### src/rtl/shared_delay_scheduler_pkg.sv
// Shared types and round-robin pick helper for the delay scheduler.
// rr_pick is written for up to RR_MAX requesters; callers zero-pad narrower vectors.
package shared_delay_scheduler_pkg;

   localparam int RR_MAX = 16;

   typedef enum logic [1:0] {IDLE, LOAD, COUNT, DONE} sched_state_t;

   // Returns {valid, index}: first set bit searching ptr+1, ptr+2, ... modulo n.
   function automatic logic [4:0] rr_pick(input logic [RR_MAX-1:0] req,
                                          input logic [3:0]        ptr,
                                          input int                n);
      logic [4:0] res;
      int         idx;
      res = '0;
      for (int i = RR_MAX; i >= 1; i--) begin
         if (i <= n) begin
            idx = int'(ptr) + i;
            if (idx >= n) idx = idx - n;
            if (req[idx[3:0]]) res = {1'b1, idx[3:0]};
         end
      end
      return res;
   endfunction

endpackage

### src/rtl/shared_delay_scheduler_fast_counter.sv
// Split down-counter: 4-bit lsb nibble plus WIDTH-4 msb bits that only move on nibble underflow.
// No reset; always loaded via set before use. Zero flag is combinational from the state.
module fast_counter #(
   parameter int WIDTH = 16
) (
   input  logic             clk,
   input  logic             set,
   input  logic [WIDTH-1:0] set_val,
   input  logic             dec,
   output logic             q_is_zero
);

   localparam logic [WIDTH-5:0] HI_ONE = (WIDTH-4)'(1);

   logic [3:0]       lo_q;
   logic [WIDTH-5:0] hi_q;

   always_ff @(posedge clk) begin
      if (set) begin
         lo_q <= set_val[3:0];
         hi_q <= set_val[WIDTH-1:4];
      end else if (dec) begin
         lo_q <= lo_q - 4'd1;
         if (lo_q == 4'd0) hi_q <= hi_q - HI_ONE;
      end
   end

   assign q_is_zero = (lo_q == 4'd0) && (hi_q == '0);

endmodule

### src/rtl/shared_delay_scheduler.sv
// Round-robin time-sharing of one fast_counter among N_REQ delay requesters.
// ack one cycle after grant; done D+2 cycles after ack; owner cancel aborts in LOAD/COUNT.
module shared_delay_scheduler
   import shared_delay_scheduler_pkg::*;
#(
   parameter int N_REQ = 4,
   parameter int WIDTH = 16
) (
   input  logic                     clk,
   input  logic                     nrst,
   input  logic [N_REQ-1:0]         req,
   input  logic [N_REQ*WIDTH-1:0]   req_delay,
   input  logic [N_REQ-1:0]         cancel,
   output logic [N_REQ-1:0]         ack,
   output logic [N_REQ-1:0]         done,
   output logic [N_REQ-1:0]         aborted,
   output logic                     busy,
   output logic [$clog2(N_REQ)-1:0] cur_id
);

   localparam int IDW = $clog2(N_REQ);

   sched_state_t      state_q;
   logic [IDW-1:0]    rr_ptr_q;
   logic [IDW-1:0]    cur_id_q;
   logic [WIDTH-1:0]  delay_q;
   logic [N_REQ-1:0]  ack_q, done_q, aborted_q;
   logic              busy_q;

   logic [RR_MAX-1:0] req_pad;
   logic [3:0]        ptr_pad;
   logic [4:0]        pick_res;
   logic              pick_vld;
   logic [IDW-1:0]    pick_id;
   logic [WIDTH-1:0]  pick_delay;
   logic              cancel_own;
   logic              cnt_set, cnt_dec, cnt_zero;

   always_comb begin
      req_pad               = '0;
      req_pad[N_REQ-1:0]    = req;
      ptr_pad               = '0;
      ptr_pad[IDW-1:0]      = rr_ptr_q;
      pick_res              = rr_pick(req_pad, ptr_pad, N_REQ);
      pick_vld              = pick_res[4];
      pick_id               = IDW'(pick_res[3:0]);
      // Only the winner's delay reaches the counter path.
      pick_delay            = '0;
      for (int k = 0; k < N_REQ; k++) begin
         if (pick_id == IDW'(k)) pick_delay = req_delay[k*WIDTH +: WIDTH];
      end
   end

   assign cancel_own = cancel[cur_id_q];
   assign cnt_set    = (state_q == LOAD);
   assign cnt_dec    = (state_q == COUNT) && !cnt_zero;

   always_ff @(posedge clk or negedge nrst) begin
      if (!nrst) begin
         state_q   <= IDLE;
         rr_ptr_q  <= IDW'(N_REQ - 1);
         cur_id_q  <= '0;
         delay_q   <= '0;
         ack_q     <= '0;
         done_q    <= '0;
         aborted_q <= '0;
         busy_q    <= 1'b0;
      end else begin
         ack_q     <= '0;
         done_q    <= '0;
         aborted_q <= '0;
         case (state_q)
            IDLE: begin
               if (pick_vld) begin
                  state_q          <= LOAD;
                  cur_id_q         <= pick_id;
                  rr_ptr_q         <= pick_id;
                  delay_q          <= pick_delay;
                  ack_q[pick_id]   <= 1'b1;
                  busy_q           <= 1'b1;
               end
            end
            LOAD: begin
               if (cancel_own) begin
                  state_q             <= IDLE;
                  aborted_q[cur_id_q] <= 1'b1;
                  busy_q              <= 1'b0;
               end else begin
                  state_q <= COUNT;
               end
            end
            COUNT: begin
               // Cancel beats a simultaneous expiry.
               if (cancel_own) begin
                  state_q             <= IDLE;
                  aborted_q[cur_id_q] <= 1'b1;
                  busy_q              <= 1'b0;
               end else if (cnt_zero) begin
                  state_q          <= DONE;
                  done_q[cur_id_q] <= 1'b1;
               end
            end
            DONE: begin
               state_q <= IDLE;
               busy_q  <= 1'b0;
            end
            default: begin
               state_q <= IDLE;
               busy_q  <= 1'b0;
            end
         endcase
      end
   end

   fast_counter #(.WIDTH(WIDTH)) u_cnt (
      .clk       (clk),
      .set       (cnt_set),
      .set_val   (delay_q),
      .dec       (cnt_dec),
      .q_is_zero (cnt_zero)
   );

   assign ack     = ack_q;
   assign done    = done_q;
   assign aborted = aborted_q;
   assign busy    = busy_q;
   assign cur_id  = cur_id_q;

endmodule
### config.mk
export PLATFORM = sky130hd
export DESIGN_NAME = shared_delay_scheduler
export DESIGN_NICKNAME = d
export VERILOG_FILES = /design/src/rtl/shared_delay_scheduler_pkg.sv /design/src/rtl/shared_delay_scheduler_fast_counter.sv /design/src/rtl/shared_delay_scheduler.sv
export SDC_FILE = /design/constraint.sdc
export NUM_CORES = 1
export LEC_CHECK = 0
export CAP_MARGIN = 20
export CORE_MARGIN = 1.5
export CORE_UTILIZATION = 49
export DETAILED_ROUTE_END_ITERATION = 8
export PLACE_DENSITY = 0.85
export SETUP_SLACK_MARGIN = 0.5
export SKIP_CTS_REPAIR_TIMING = 1
export SYNTH_ARGS = -nofsm -noshare
export SYNTH_HDL_FRONTEND = slang
export SYNTH_SLANG_ARGS = --single-unit
### constraint.sdc
create_clock -name clk -period 3.8 [get_ports clk]
set_input_delay 0.57 -clock clk [delete_from_list [all_inputs] [get_ports clk]]
set_output_delay 0.57 -clock clk [all_outputs]
set_load 0.02 [all_outputs]
Word level (Yosys, flattened, before mapping)

Cells that the tools add are included.

Flip-flop bits (word level): 51
Input bits: 74
Output and inout port bits: 15
Logic and storage cells: 103

$add $sub $neg: 10
$lt $le $gt $ge: 12
Equality and inequality tests: 9
Muxes and demuxes: 46
Reductions and logical operators: 16

Operator list:

| operator                                             | count |
|---|---|
| 2-to-1 mux 16 bit                                    | 4 |
| 2-to-1 mux 4 bit                                     | 13 |
| 2-to-1 mux 12 bit                                    | 3 |
| < comparator 4 x 5 -> 1 bit (second input constant)  | 4 |
| 2-to-1 mux 5 bit                                     | 4 |
| binary-select mux 1 bit (select 4 bit)               | 4 |
| logical NOT 12 bit                                   | 1 |
| subtractor 12 x 1 -> 12 bit (second input constant)  | 1 |
| subtractor 3 x 3 -> 4 bit (second input constant)    | 3 |
| >= comparator 3 bit (second input constant)          | 3 |
| 2-to-1 mux 1 bit                                     | 9 |
| equality test 2 bit (second input constant)          | 4 |
| 2-to-1 mux 2 bit                                     | 4 |
| one-hot mux 2 bit (4 select lines)                   | 1 |
| AND reduction 2 bit                                  | 4 |
| adder 2 x 2 -> 3 bit (second input constant)         | 2 |
| < comparator 2 x 3 -> 1 bit (second input constant)  | 2 |
| adder 2 x 3 -> 4 bit (second input constant)         | 1 |
| demux 1 bit (select 2 bit)                           | 2 |
| equality test 2 x 1 -> 1 bit (second input constant) | 2 |
| >= comparator 2 x 1 -> 1 bit (second input constant) | 2 |
| >= comparator 4 x 3 -> 1 bit (second input constant) | 1 |
| logical AND 1 bit                                    | 4 |
| logical NOT 2 bit                                    | 2 |
| other kinds (12)                                     | 13 |

Logic depth before layout (Yosys ltp)

Gate-level depths: netlist of the first run.

Depth after elaboration: 15
Mapped depth: 13
Mapped depth without buffers: 9

Modules after synthesis

From an unflattened synthesis of the first run, not the netlist that was laid out.

Cell total of the unflattened synthesis: 466
Area, all modules: 4087.7 µm²

By module, submodules not included:

| module                 | times used | cells each | area an instance (µm²) | seq. area each (µm²) |
|---|---|---|---|---|
| shared_delay_scheduler | 1          | 366        | 3106.7                 | 878.3 |
| fast_counter           | 1          | 100        | 980.9                  | 480.5 |

Least setup slack after synthesis of the first run

No wires, ideal clock.

Kind: register -> register
Start point: register rr_ptr_q[0]
End point: register delay_q[10]
Setup time: 121 ps
Arrival time: 2706 ps
Data required time: 3679 ps
Setup slack: 973 ps
Cell stages (with the launch flop): 14
Buffers on the path: 4
Clock period less this slack: 2827 ps
Cell sequence: dfstp_2 -> buf_6 -> inv_1 -> ha_1 -> and2_1 -> a311oi_1 -> o211a_1 -> buf_2 -> or2_1 -> buf_4 -> buf_6 -> mux2i_1 -> nand2_1 -> a22o_1

Longest elaborated chain between the ends: 14
Elaborated cells between the ends (all ways): 37
Those cells by class: add/sub: 8; order compare: 4; eq/ne: 3; mux: 20; reduce/logical: 2

Ends and longest elaborated chain:

| element                                                                          | line                             | text |
|---|---|---|
| start: declaration                                                               | shared_delay_scheduler.sv:24     | `logic [IDW-1:0] rr_ptr_q;` |
| start signal: assignment                                                         | shared_delay_scheduler.sv:61     | `rr_ptr_q <= IDW'(N_REQ - 1);` |
| start signal: assignment                                                         | shared_delay_scheduler.sv:77     | `rr_ptr_q <= pick_id;` |
| adder 2 x 3 -> 4 bit                                                             | shared_delay_scheduler_pkg.sv:18 | `idx = int'(ptr) + i;` |
| subtractor 4 x 3 -> 4 bit / >= comparator 4 x 3 -> 1 bit (equally long branches) | shared_delay_scheduler_pkg.sv:19 | `if (idx >= n) idx = idx - n;` |
| 2-to-1 mux 4 bit                                                                 | shared_delay_scheduler_pkg.sv:19 |  |
| binary-select mux 1 bit (select 4 bit)                                           | shared_delay_scheduler_pkg.sv:20 | `if (req[idx[3:0]]) res = {1'b1, idx[3:0]};` |
| 2-to-1 mux 1 bit (implied by the code)                                           | shared_delay_scheduler_pkg.sv:20 |  |
| 2-to-1 mux 5 bit (3 in series)                                                   | shared_delay_scheduler_pkg.sv:20 |  |
| 2-to-1 mux 5 bit (*)                                                             | shared_delay_scheduler_pkg.sv:20 |  |
| logical NOT 2 bit                                                                | shared_delay_scheduler.sv:50     | `if (pick_id == IDW'(k)) pick_delay = req_delay[k*WIDTH +: WIDTH];` |
| 2-to-1 mux 16 bit (4 in series)                                                  | shared_delay_scheduler.sv:50     |  |
| end signal: assignment                                                           | shared_delay_scheduler.sv:78     | `delay_q <= pick_delay;` |
| end: declaration                                                                 | shared_delay_scheduler.sv:26     | `logic [WIDTH-1:0] delay_q;` |

Mark *: on every way between the ends. The rest lies on a longest branch, timed or not. The select of a mux whose other input is x is not followed.
A chain may end at the register's enable or synchronous reset.

Final worst setup path of the first run

Same ends and word-level chain as after synthesis.

==> implementation parameters, run 1 <==
Parameter                              Value

Timing
  Relative slew margins    50.0%
  Max Clock Freq    0.320 GHz
  Final count of hold timing violations    0
  Max Clock Skew    8.85 ps
  Unrepaired setup endpoints after global routing    no
  Worst hold slack across all endpoints    502 ps
  Sum of negative setup slack    0 ps
  Worst-case setup margin in the final layout    676 ps
  Share of the clock period used by the worst path    82.2%
  Final setup violation count    0
  Final Slew Violations    0
  Slew at the pin closest to its max-slew limit    749 ps
  Min cycle time layout    3120 ps

Worst setup path
  Type of element launching the critical path    register
  Crit Path Max Fanout    15
  Endpoint arrival time on the critical path    3320 ps
  Worst Path Required    4000 ps
  Reg2reg end    delay_q[10]
  First element of the critical path    rr_ptr_q[0]
  Kind of capture point of the worst setup path    register
  Worst flop-to-flop path startpoint    rr_ptr_q[0]
  Startpoint-to-endpoint class of the critical path    reg2reg
  Count of cells along the worst register-to-register path    10
  Register-to-register setup slack    680 ps

Logic synthesis
  Post-Syn Area    0.00335 mm2
  Leading cell types by count after synthesis    sky130_fd_sc_hd__nand2_1, sky130_fd_sc_hd__dfrtp_1, sky130_fd_sc_hd__o21ai_0
  Post-synth net total    445
  Post-synthesis register bit count    51
  Sequential element share of the synthesized area    40.6%
  Fraction of synthesized cell area taken by the top area cell type    24.7%
  Number of distinct library cells after synthesis    53
  Most instantiated flip-flop cell in the synthesis netlist    sky130_fd_sc_hd__dfrtp_1
  Count of flip-flops with a built-in enable after synthesis    16
  Largest cells by area after synthesis    sky130_fd_sc_hd__dfrtp_1, sky130_fd_sc_hd__edfxtp_1, sky130_fd_sc_hd__nand2_1
  Avg Cell Area, Syn    9.35 um2
  Post-synth top area cell    sky130_fd_sc_hd__dfrtp_1
  YS warnings    0
  Number of instances in the synthesized netlist    358
  Most instantiated library cell after synthesis    sky130_fd_sc_hd__nand2_1
  Async S/R FF share, synth    68.6%

Final layout
  Final core utilization    67.3%
  Nets    525
  Count of filler cells inserted in the layout    502
  Cell Count, Final, Fillers Out    516
  Area grow syn2layout    30.0%
  Diodes inserted    0
  Share of final-layout standard cells stronger than drive strength 1    7.29%

Floorplan
  Starting density of the core    51.8%
  Total number of placement rows    29
  I/O pin count    89
  Core region area    0.00646 mm2
  Die height    85.6 um
  Die X    85.6 um
  Total die area    0.00733 mm2

Place
  Routability-driven placement congestion ratio    0.873
  HPWL Detailed    6210 um
  Placed Cells    508
  Number of I/O port buffers    88
  Worst slack, placed    613 ps

Run
  Max Cap Viol    0

GRT
  Antenna violations before repair    0
  Total gr overflow    0
  Via count of the first global-routing pass    2850
  All-Layer GR Usage    23.0%
  Maximum number of pins on one net before global-route repair    41
  Global-route wire length before repair    13500 um

Outcome
  Status    finished clean

Worst hold path
  Start point of the worst hold path    busy
  Worst min path class    reg2reg
  Terminating pin of the worst hold path    busy
  Cell depth of the worst min-delay path    1

Pwr
  Static leakage power    1.79 nW
  Power Density    931 mW/mm2
  Worst vdd ir    0.765 mV

Clock tree
  Clock insertion delay at the later pin of the skew report    310 ps
  CTS buffer count    5
  Clock slew seen by the registers of the worst setup and hold paths    90 ps
  Root buffer cell    sky130_fd_sc_hd__clkbuf_8
  CTS H-Tree Depth    2
  Number of buffers between clock root and the deepest sink    2
  Clock tree from TritonCTS    built
  TritonCTS Sinks    51

Route
  Pre-Repair DR Iteration Count    4
  Count of antenna-violating nets left after detailed routing    0
  Post-detailed-route via-to-cell ratio    5.73
  Via Count    2959
  Violation count after the first detailed-route iteration    238
  Avg WL per Cell    15.8 um
  Final wirelength    8170 um
  Post-route DRC violation count    0
==> kinds of logic (layout without fill, tap and decap cells) <==
group / after synthesis / count (layout) / synth area share [%]
AOI/OAI and AO/OA: 100 / 100 / 20.8
DFF: 51 / 51 / 40.6
buffers and inverters: 35 / 116 / 5.57
adders and majority gates: 13 / 13 / 4.86
muxes: 26 / 26 / 8.53
and+or+nand+nor: 122 / 122 / 16.7
xor gates and xnor gates: 11 / 11 / 2.88
==> worst max-delay path by stage <==
stage                             end  slack [ps]  cells after the start
after CTS                 delay_q[10]         620                     10
after detailed placement  delay_q[13]         610                      7
after floorplan           delay_q[10]         970                     13
final                     delay_q[10]         680                     10
after global placement    delay_q[13]         660                      7
after global routing      delay_q[10]         500                     10
==> worst max-delay path, cell delays in order (launching register included) <==
cell	delay, ps
sky130_fd_sc_hd__dfstp_4	730
sky130_fd_sc_hd__inv_1	120
sky130_fd_sc_hd__ha_1	370
sky130_fd_sc_hd__and2_1	160
sky130_fd_sc_hd__a311oi_1	390
sky130_fd_sc_hd__o211a_1	210
sky130_fd_sc_hd__or2_1	220
sky130_fd_sc_hd__buf_6	240
sky130_fd_sc_hd__mux2i_1	290
sky130_fd_sc_hd__nand2_1	80
sky130_fd_sc_hd__a22o_1	200
==> sequential cells by signal (all words and copies together), names as in the netlist <==
signal / count
done: 4
delay_q: 16
busy: 1
rr_ptr_q: 2
aborted: 4
ack: 4
u_cnt.hi_q: 12
u_cnt.lo_q: 4
state_q: 2
cur_id: 2
==> report_power, final <==
part	total, mW	switching (mW)	internal (mW)
clock	0.308	0.179	0.129
sequential	1.14	0.226	0.911
combinational	2.60	1.47	1.13
total	4.05	1.88	2.17
==> cell usage in the layout, fill, tap and decap left out, drive strengths merged, types with 4 or more instances in the layout <==
cell type	netlist	final
clkdlybuf4s50	0	88
clkbuf	12	6
edfxtp	16	16
and3	4	4
buf	10	7
mux2	7	7
a21oi	23	23
nor3	13	13
dfrtp	33	33
nand2	75	75
mux2i	18	18
a22o	16	16
inv	12	12
a221oi	16	16
o21ai	32	32
nor2	11	11
xnor2	9	9
ha	13	13
==> metal layers <==
metal / global-route usage [%] / wire, um / up-vias
met5: 0 / 0 / -
met4: 6.60 / 126 / 0
met3: 3.08 / 270 / 9
met2: 38.0 / 4020 / 85
met1: 31.7 / 3750 / 1408
li1: - / - / 1457
==> metrics by stage <==
stage,instance area (um2),power (mW)
5_1_grt,4350,4.39
3_5_place_dp,4250,3.69
2_1_floorplan,3350,3.20
3_3_place_gp,4250,3.60
6_report,4350,4.05
4_1_cts,4330,4.00
==> layout make-up <==
type	count	area, um2	share of cell area (%)
clock inverters	2	12.5	0.288
flip-flops and latches	51	1360	31.3
well taps	77	96.3	2.22
multi-input cells	272	1820	41.8
repair buffers	95	937	21.6
clock buffers	6	72.6	1.67
inverters	13	48.8	1.12
Note: power is estimated with default switching activity, not from simulation.
==> run 2, diff against run 1 <==
--- a/config.mk
+++ b/config.mk
@@ -7,9 +7,9 @@
 export LEC_CHECK = 0
 export CAP_MARGIN = 20
 export CORE_MARGIN = 1.5
-export CORE_UTILIZATION = 49
+export CORE_UTILIZATION = 44
 export DETAILED_ROUTE_END_ITERATION = 8
-export PLACE_DENSITY = 0.85
+export PLACE_DENSITY = 0.81
 export SETUP_SLACK_MARGIN = 0.5
 export SKIP_CTS_REPAIR_TIMING = 1
 export SYNTH_ARGS = -nofsm -noshare
==> constraint.sdc (replaced) <==
create_clock -name clk -period 2.76 [get_ports clk]
set_input_delay 0.414 -clock clk [delete_from_list [all_inputs] [get_ports clk]]
set_output_delay 0.414 -clock clk [all_outputs]
set_load 0.02 [all_outputs]
==> run 2 against run 1 <==
Against the previous run: fmax grew 17%; clock skew grew 0.77 ps; utilization shrank 2.6 points; setup slack lost 590 ps; cell count grew 7.9%; critical path type unchanged; largest cell class unchanged.
==> implementation parameters, run 2 (synthesis gave the netlist of run 1 again) <==
Parameter                              Value

Final layout
  Post-route cell area    0.00472 mm2
  Largest register FFs    16
  Nets    544
  Reg with most FFs    delay_q
  Share of final-layout standard cells stronger than drive strength 1    16.8%
  Area grow syn2layout    41.1%
  Diodes inserted    0
  Largest registers    delay_q (16), u_cnt.hi_q (12)
  Top library cells by usage in the layout, fill and taps aside    sky130_fd_sc_hd__clkdlybuf4s50_1, sky130_fd_sc_hd__nand2_1, sky130_fd_sc_hd__dfrtp_1, sky130_fd_sc_hd__o21ai_0, sky130_fd_sc_hd__buf_4
  Leading cell type in the layout, fill and taps excluded    sky130_fd_sc_hd__clkdlybuf4s50_1

Worst setup path
  Most numerous cell on the critical path    sky130_fd_sc_hd__inv_4
  Worst flop-to-flop path startpoint    rr_ptr_q[0]
  Buffer and inverter count on the worst path    3
  Cell at the slowest stage of the critical path    sky130_fd_sc_hd__dfstp_2
  Crit Path Max Fanout    18
  First element of the critical path    rr_ptr_q[0]
  Maximum single-stage delay on the critical path    660 ps
  Cell chain of the critical path    inv_4, ha_4, inv_4, and3_4, o21ai_4, or4b_4, o311ai_4, buf_12, a21oi_1, a22o_1
  Worst Path Required    2960 ps
  Endpoint arrival time on the critical path    2870 ps
  Cell class contributing the biggest share of worst-path delay    simple AND/OR/NAND/NOR gates
  Type of element launching the critical path    register
  Kind of capture point of the worst setup path    register
  Startpoint-to-endpoint class of the critical path    reg2reg

Clock tree
  Clock slew seen by the registers of the worst setup and hold paths    90 ps
  CTS buffer count    5
  CTS H-Tree Depth    2
  Root buffer cell    sky130_fd_sc_hd__clkbuf_8
  Clock insertion delay at the later pin of the skew report    310 ps
  TritonCTS Sinks    51
  Number of buffers between clock root and the deepest sink    2
  Clock tree from TritonCTS    built

GRT
  Via count of the first global-routing pass    3041
  Global-route wire length before repair    14600 um
  Maximum number of pins on one net before global-route repair    36
  All-Layer GR Usage    21.9%
  Antenna violations before repair    0
  Total gr overflow    0

Floorplan
  I/O pin count    89
  Die height    90.2 um
  Core region area    0.00729 mm2
  Total number of placement rows    31
  Total die area    0.00814 mm2
  Starting density of the core    45.9%
  Die X    90.2 um

Pwr
  Worst vdd ir    0.827 mV
  Switching power of the nets    2.98 mW
  Gate power share    68.9%
  Clock power share    8.0%
  Part of the power in registers    23.1%
  Internal power summed over all cells    3.64 mW
  Total Power    6.62 mW
  Power Density    1400 mW/mm2
  Static leakage power    1.94 nW
  Switching part of the total power    45.0%

Route
  Pre-Repair DR Iteration Count    5
  Avg WL per Cell    17.0 um
  Post-detailed-route via-to-cell ratio    5.73
  Final wirelength    9450 um
  Highest signal layer in the routed design    met4
  Post-route DRC violation count    0
  Metal3 WL    559 um
  Detailed route wirelength on metal2    4760 um
  Count of antenna-violating nets left after detailed routing    0
  Via Count    3193
  Violation count after the first detailed-route iteration    244
  Routed metal-1 wirelength    3960 um

Timing
  Unrepaired setup endpoints after global routing    yes
  Share of the clock period used by the worst path    97.0%
  Max Clock Freq    0.374 GHz
  Relative slew margins    55.7%
  Slew at the pin closest to its max-slew limit    664 ps
  Max Clock Skew    9.62 ps
  Min cycle time layout    2680 ps
  Final Slew Violations    0
  Final setup violation count    0
  Final count of hold timing violations    0
  Sum of negative setup slack    0 ps

Place
  HPWL Detailed    6620 um
  Placement Cell Area    0.00444 mm2
  Number of I/O port buffers    88
  Routability-driven placement congestion ratio    0.819

Outcome
  Status    finished clean

Run
  Max Cap Viol    0

Worst hold path
  Worst min path class    in2async
==> run 2: cell types whose count changed in the layout (fill, tap and decap cells not counted), sizes merged <==
cell,change
buf,+19
bufinv,+1
clkbuf,-1
==> run 2: worst paths after layout <==
check	to	slack (ps)	cells after the start
min in group clk	delay_q[1]	530	1
max	delay_q[2]	80	10
max reg2reg	delay_q[2]	80	10
max in group asynchronous	rr_ptr_q[0]	1890	2
min	ack[0]	510	2
min reg2reg	delay_q[1]	530	1
==> run 2: stage by stage <==
step	utilization [%]	instances	hold WS, ps	worst slack [ps]
global placement	60.8	540	473	-182
CTS	62.4	548	515	-145
finish	64.7	557	511	83.2
global route	64.7	557	540	24.4
detailed placement	60.8	540	491	-224
floorplan	-	358	118	135
==> run 2: power groups by stage <==
stage                     clock (mW)  sequential, mW  combinational (mW)
after CTS                      0.528            1.52                4.02
after global placement             0            1.52                3.86
final                          0.530            1.53                4.56
after global routing           0.563            1.57                4.93
after detailed placement           0            1.53                3.98
after floorplan                    0            1.51                3.12
==> run 2: area by class of cell <==
type                    instances  area [um2]
fillers                       590        2570
well taps                      99         124
multi-input cells             272        1950
clock inverters                 3        43.8
repair buffers                114        1120
clock buffers                   5        68.8
inverters                      13        53.8
flip-flops and latches         51        1360
==> run 2: metal layers <==
metal,up-vias,GRT usage [%]
li1,1495,-
met1,1549,29.4
met2,132,37.1
met3,17,2.71
met4,0,6.08
met5,-,0
==> run 3, diff against run 2 <==
--- a/config.mk
+++ b/config.mk
@@ -6,7 +6,7 @@
 export NUM_CORES = 1
 export LEC_CHECK = 0
 export CAP_MARGIN = 20
-export CORE_MARGIN = 1.5
+export CORE_MARGIN = 2
 export CORE_UTILIZATION = 44
 export DETAILED_ROUTE_END_ITERATION = 8
 export PLACE_DENSITY = 0.81
==> run 3 against run 2 <==
Against the previous run: setup slack worse by 5.1 ps; combinational power up 12%; register-to-register slack about the same; largest power group unchanged; clock power up 2%.
==> implementation parameters, run 3 (synthesis gave the netlist of run 1 again) <==
Parameter                              Value

Worst setup path
  Cell chain of the critical path    inv_4, ha_4, and2_4, a311oi_2, o211a_1, or2_4, buf_12, mux2i_1, nand2_1, a22o_1
  Kind of capture point of the worst setup path    register
  Crit Path Max Fanout    8
  Type of element launching the critical path    register
  Maximum single-stage delay on the critical path    680 ps
  Cell at the slowest stage of the critical path    sky130_fd_sc_hd__dfstp_2
  Endpoint arrival time on the critical path    2890 ps
  Worst Path Required    2970 ps
  Startpoint-to-endpoint class of the critical path    reg2reg

Final layout
  Largest register FFs    16
  Multi-input gate area    0.00203 mm2
  Count of filler cells inserted in the layout    550
  Leading cell type in the layout, fill and taps excluded    sky130_fd_sc_hd__clkdlybuf4s50_1
  Share of final-layout standard cells stronger than drive strength 1    18.8%
  Reg with most FFs    delay_q
  Final core utilization    67.3%
  Largest registers    delay_q (16), u_cnt.hi_q (12)
  Reg area    0.00136 mm2
  Cell Count, Final, Fillers Out    568
  Area grow syn2layout    46.7%
  Top library cells by usage in the layout, fill and taps aside    sky130_fd_sc_hd__clkdlybuf4s50_1, sky130_fd_sc_hd__nand2_1, sky130_fd_sc_hd__dfrtp_1, sky130_fd_sc_hd__o21ai_0, sky130_fd_sc_hd__buf_4
  Nets    555
  Diodes inserted    0

GRT
  Antenna violations before repair    0
  Maximum number of pins on one net before global-route repair    36
  All-Layer GR Usage    21.7%
  Via count of the first global-routing pass    3031
  Global-route wire length before repair    14700 um
  Total gr overflow    0

Route
  Post-route DRC violation count    0
  Violation count after the first detailed-route iteration    296
  Post-detailed-route via-to-cell ratio    5.86
  Final wirelength    10400 um
  Pre-Repair DR Iteration Count    5
  Avg WL per Cell    18.2 um
  Via Count    3329
  Count of antenna-violating nets left after detailed routing    0

Worst hold path
  Worst min path class    in2async

Clock tree
  TritonCTS Sinks    51
  Clock insertion delay at the later pin of the skew report    310 ps
  Clock tree from TritonCTS    built
  Number of buffers between clock root and the deepest sink    2
  CTS buffer count    5
  CTS H-Tree Depth    2
  Clock slew seen by the registers of the worst setup and hold paths    100 ps
  Root buffer cell    sky130_fd_sc_hd__clkbuf_8

Pwr
  Part of the power in registers    21.6%
  Internal power summed over all cells    3.95 mW
  Switching power of the nets    3.23 mW
  Clock power share    7.5%
  Gate power share    70.9%
  Worst vdd ir    1.10 mV
  Static leakage power    2.01 nW
  Total Power    7.18 mW
  Switching part of the total power    45.0%
  Power Density    1460 mW/mm2

Timing
  Max Clock Skew    12.1 ps
  Unrepaired setup endpoints after global routing    yes
  Sum of negative setup slack    0 ps
  Final setup violation count    0
  Relative slew margins    66.7%
  Share of the clock period used by the worst path    97.2%
  Final Slew Violations    0
  Max Clock Freq    0.373 GHz
  Slew at the pin closest to its max-slew limit    500 ps
  Final count of hold timing violations    0
  Min cycle time layout    2680 ps

Floorplan
  Total number of placement rows    31
  Starting density of the core    45.9%
  Core region area    0.00729 mm2
  Total die area    0.00832 mm2
  I/O pin count    89
  Die height    91.2 um
  Die X    91.2 um

Place
  Number of I/O port buffers    88
  Routability-driven placement congestion ratio    0.777
  Placed Cells    539
  HPWL Detailed    6860 um

Outcome
  Status    finished clean

Run
  Max Cap Viol    0
## run 3: cell types whose count changed in the layout (fill, tap and decap cells not counted), moves of 3 or more
cell | before | now
sky130_fd_sc_hd__mux2i_2 | 3 | 7
sky130_fd_sc_hd__clkbuf_16 | 0 | 3
sky130_fd_sc_hd__buf_4 | 20 | 25
sky130_fd_sc_hd__mux2i_1 | 14 | 11
## run 3: cell type report
type / instances / share of cell area (%)
multi-input cells: 275 / 41.3
flip-flops and latches: 51 / 27.7
repair buffers: 122 / 25.1
well taps: 99 / 2.52
clock buffers: 5 / 1.40
inverters: 13 / 1.05
clock inverters: 3 / 0.943
## run 3: final timing paths
path	from	endpoint	slack (ps)	cells after the start
worst max register to register	rr_ptr_q[0]	delay_q[2]	80	10
worst max-delay path	rr_ptr_q[0]	delay_q[2]	80	10
max in group asynchronous	nrst	rr_ptr_q[1]	1900	2
worst min-delay path	nrst	cur_id[0]	510	2
min in group clk	delay_q[10]	delay_q[10]	530	1
worst min register to register	delay_q[10]	delay_q[10]	530	1
## run 3: worst max-delay path, delay by kind of cell (launching register included)
family	cells	cell delay [ps]
AO/OA/AOI/OAI	3	700
flip-flops	1	680
AND/OR/NAND/NOR	3	430
multiplexers	1	290
buffers and inverters	2	240
adder cells (fa/ha/maj)	1	240
## run 3: power groups by stage
| stage | logic [mW] | registers (mW) | clock network (mW) |
|---|---|---|---|
| after global placement | 3.88 | 1.52 | 0 |
| final | 5.09 | 1.55 | 0.539 |
| after floorplan | 3.12 | 1.51 | 0 |
| after CTS | 4.01 | 1.53 | 0.532 |
| after global routing | 5.46 | 1.59 | 0.572 |
| after detailed placement | 4.00 | 1.55 | 0 |
## run 3: stage by stage
stage | hold slack [ps] | worst slack [ps] | instance area, um2
global route | 539 | -39.8 | 4910
floorplan | 118 | 135 | 3440
detailed placement | 496 | -245 | 4430
finish | 513 | 78.1 | 4910
global placement | 472 | -200 | 4430
CTS | 517 | -116 | 4540
## run 3: metal layers
layer | GRT usage (%) | share of wire [%] | vias to the layer above
met2 | 36.1 | 51 | 181
met1 | 29.9 | 41 | 1597
met4 | 7.20 | 2.2 | 0
met5 | 0 | 0 | -
li1 | - | - | 1533
met3 | 1.99 | 6.4 | 18
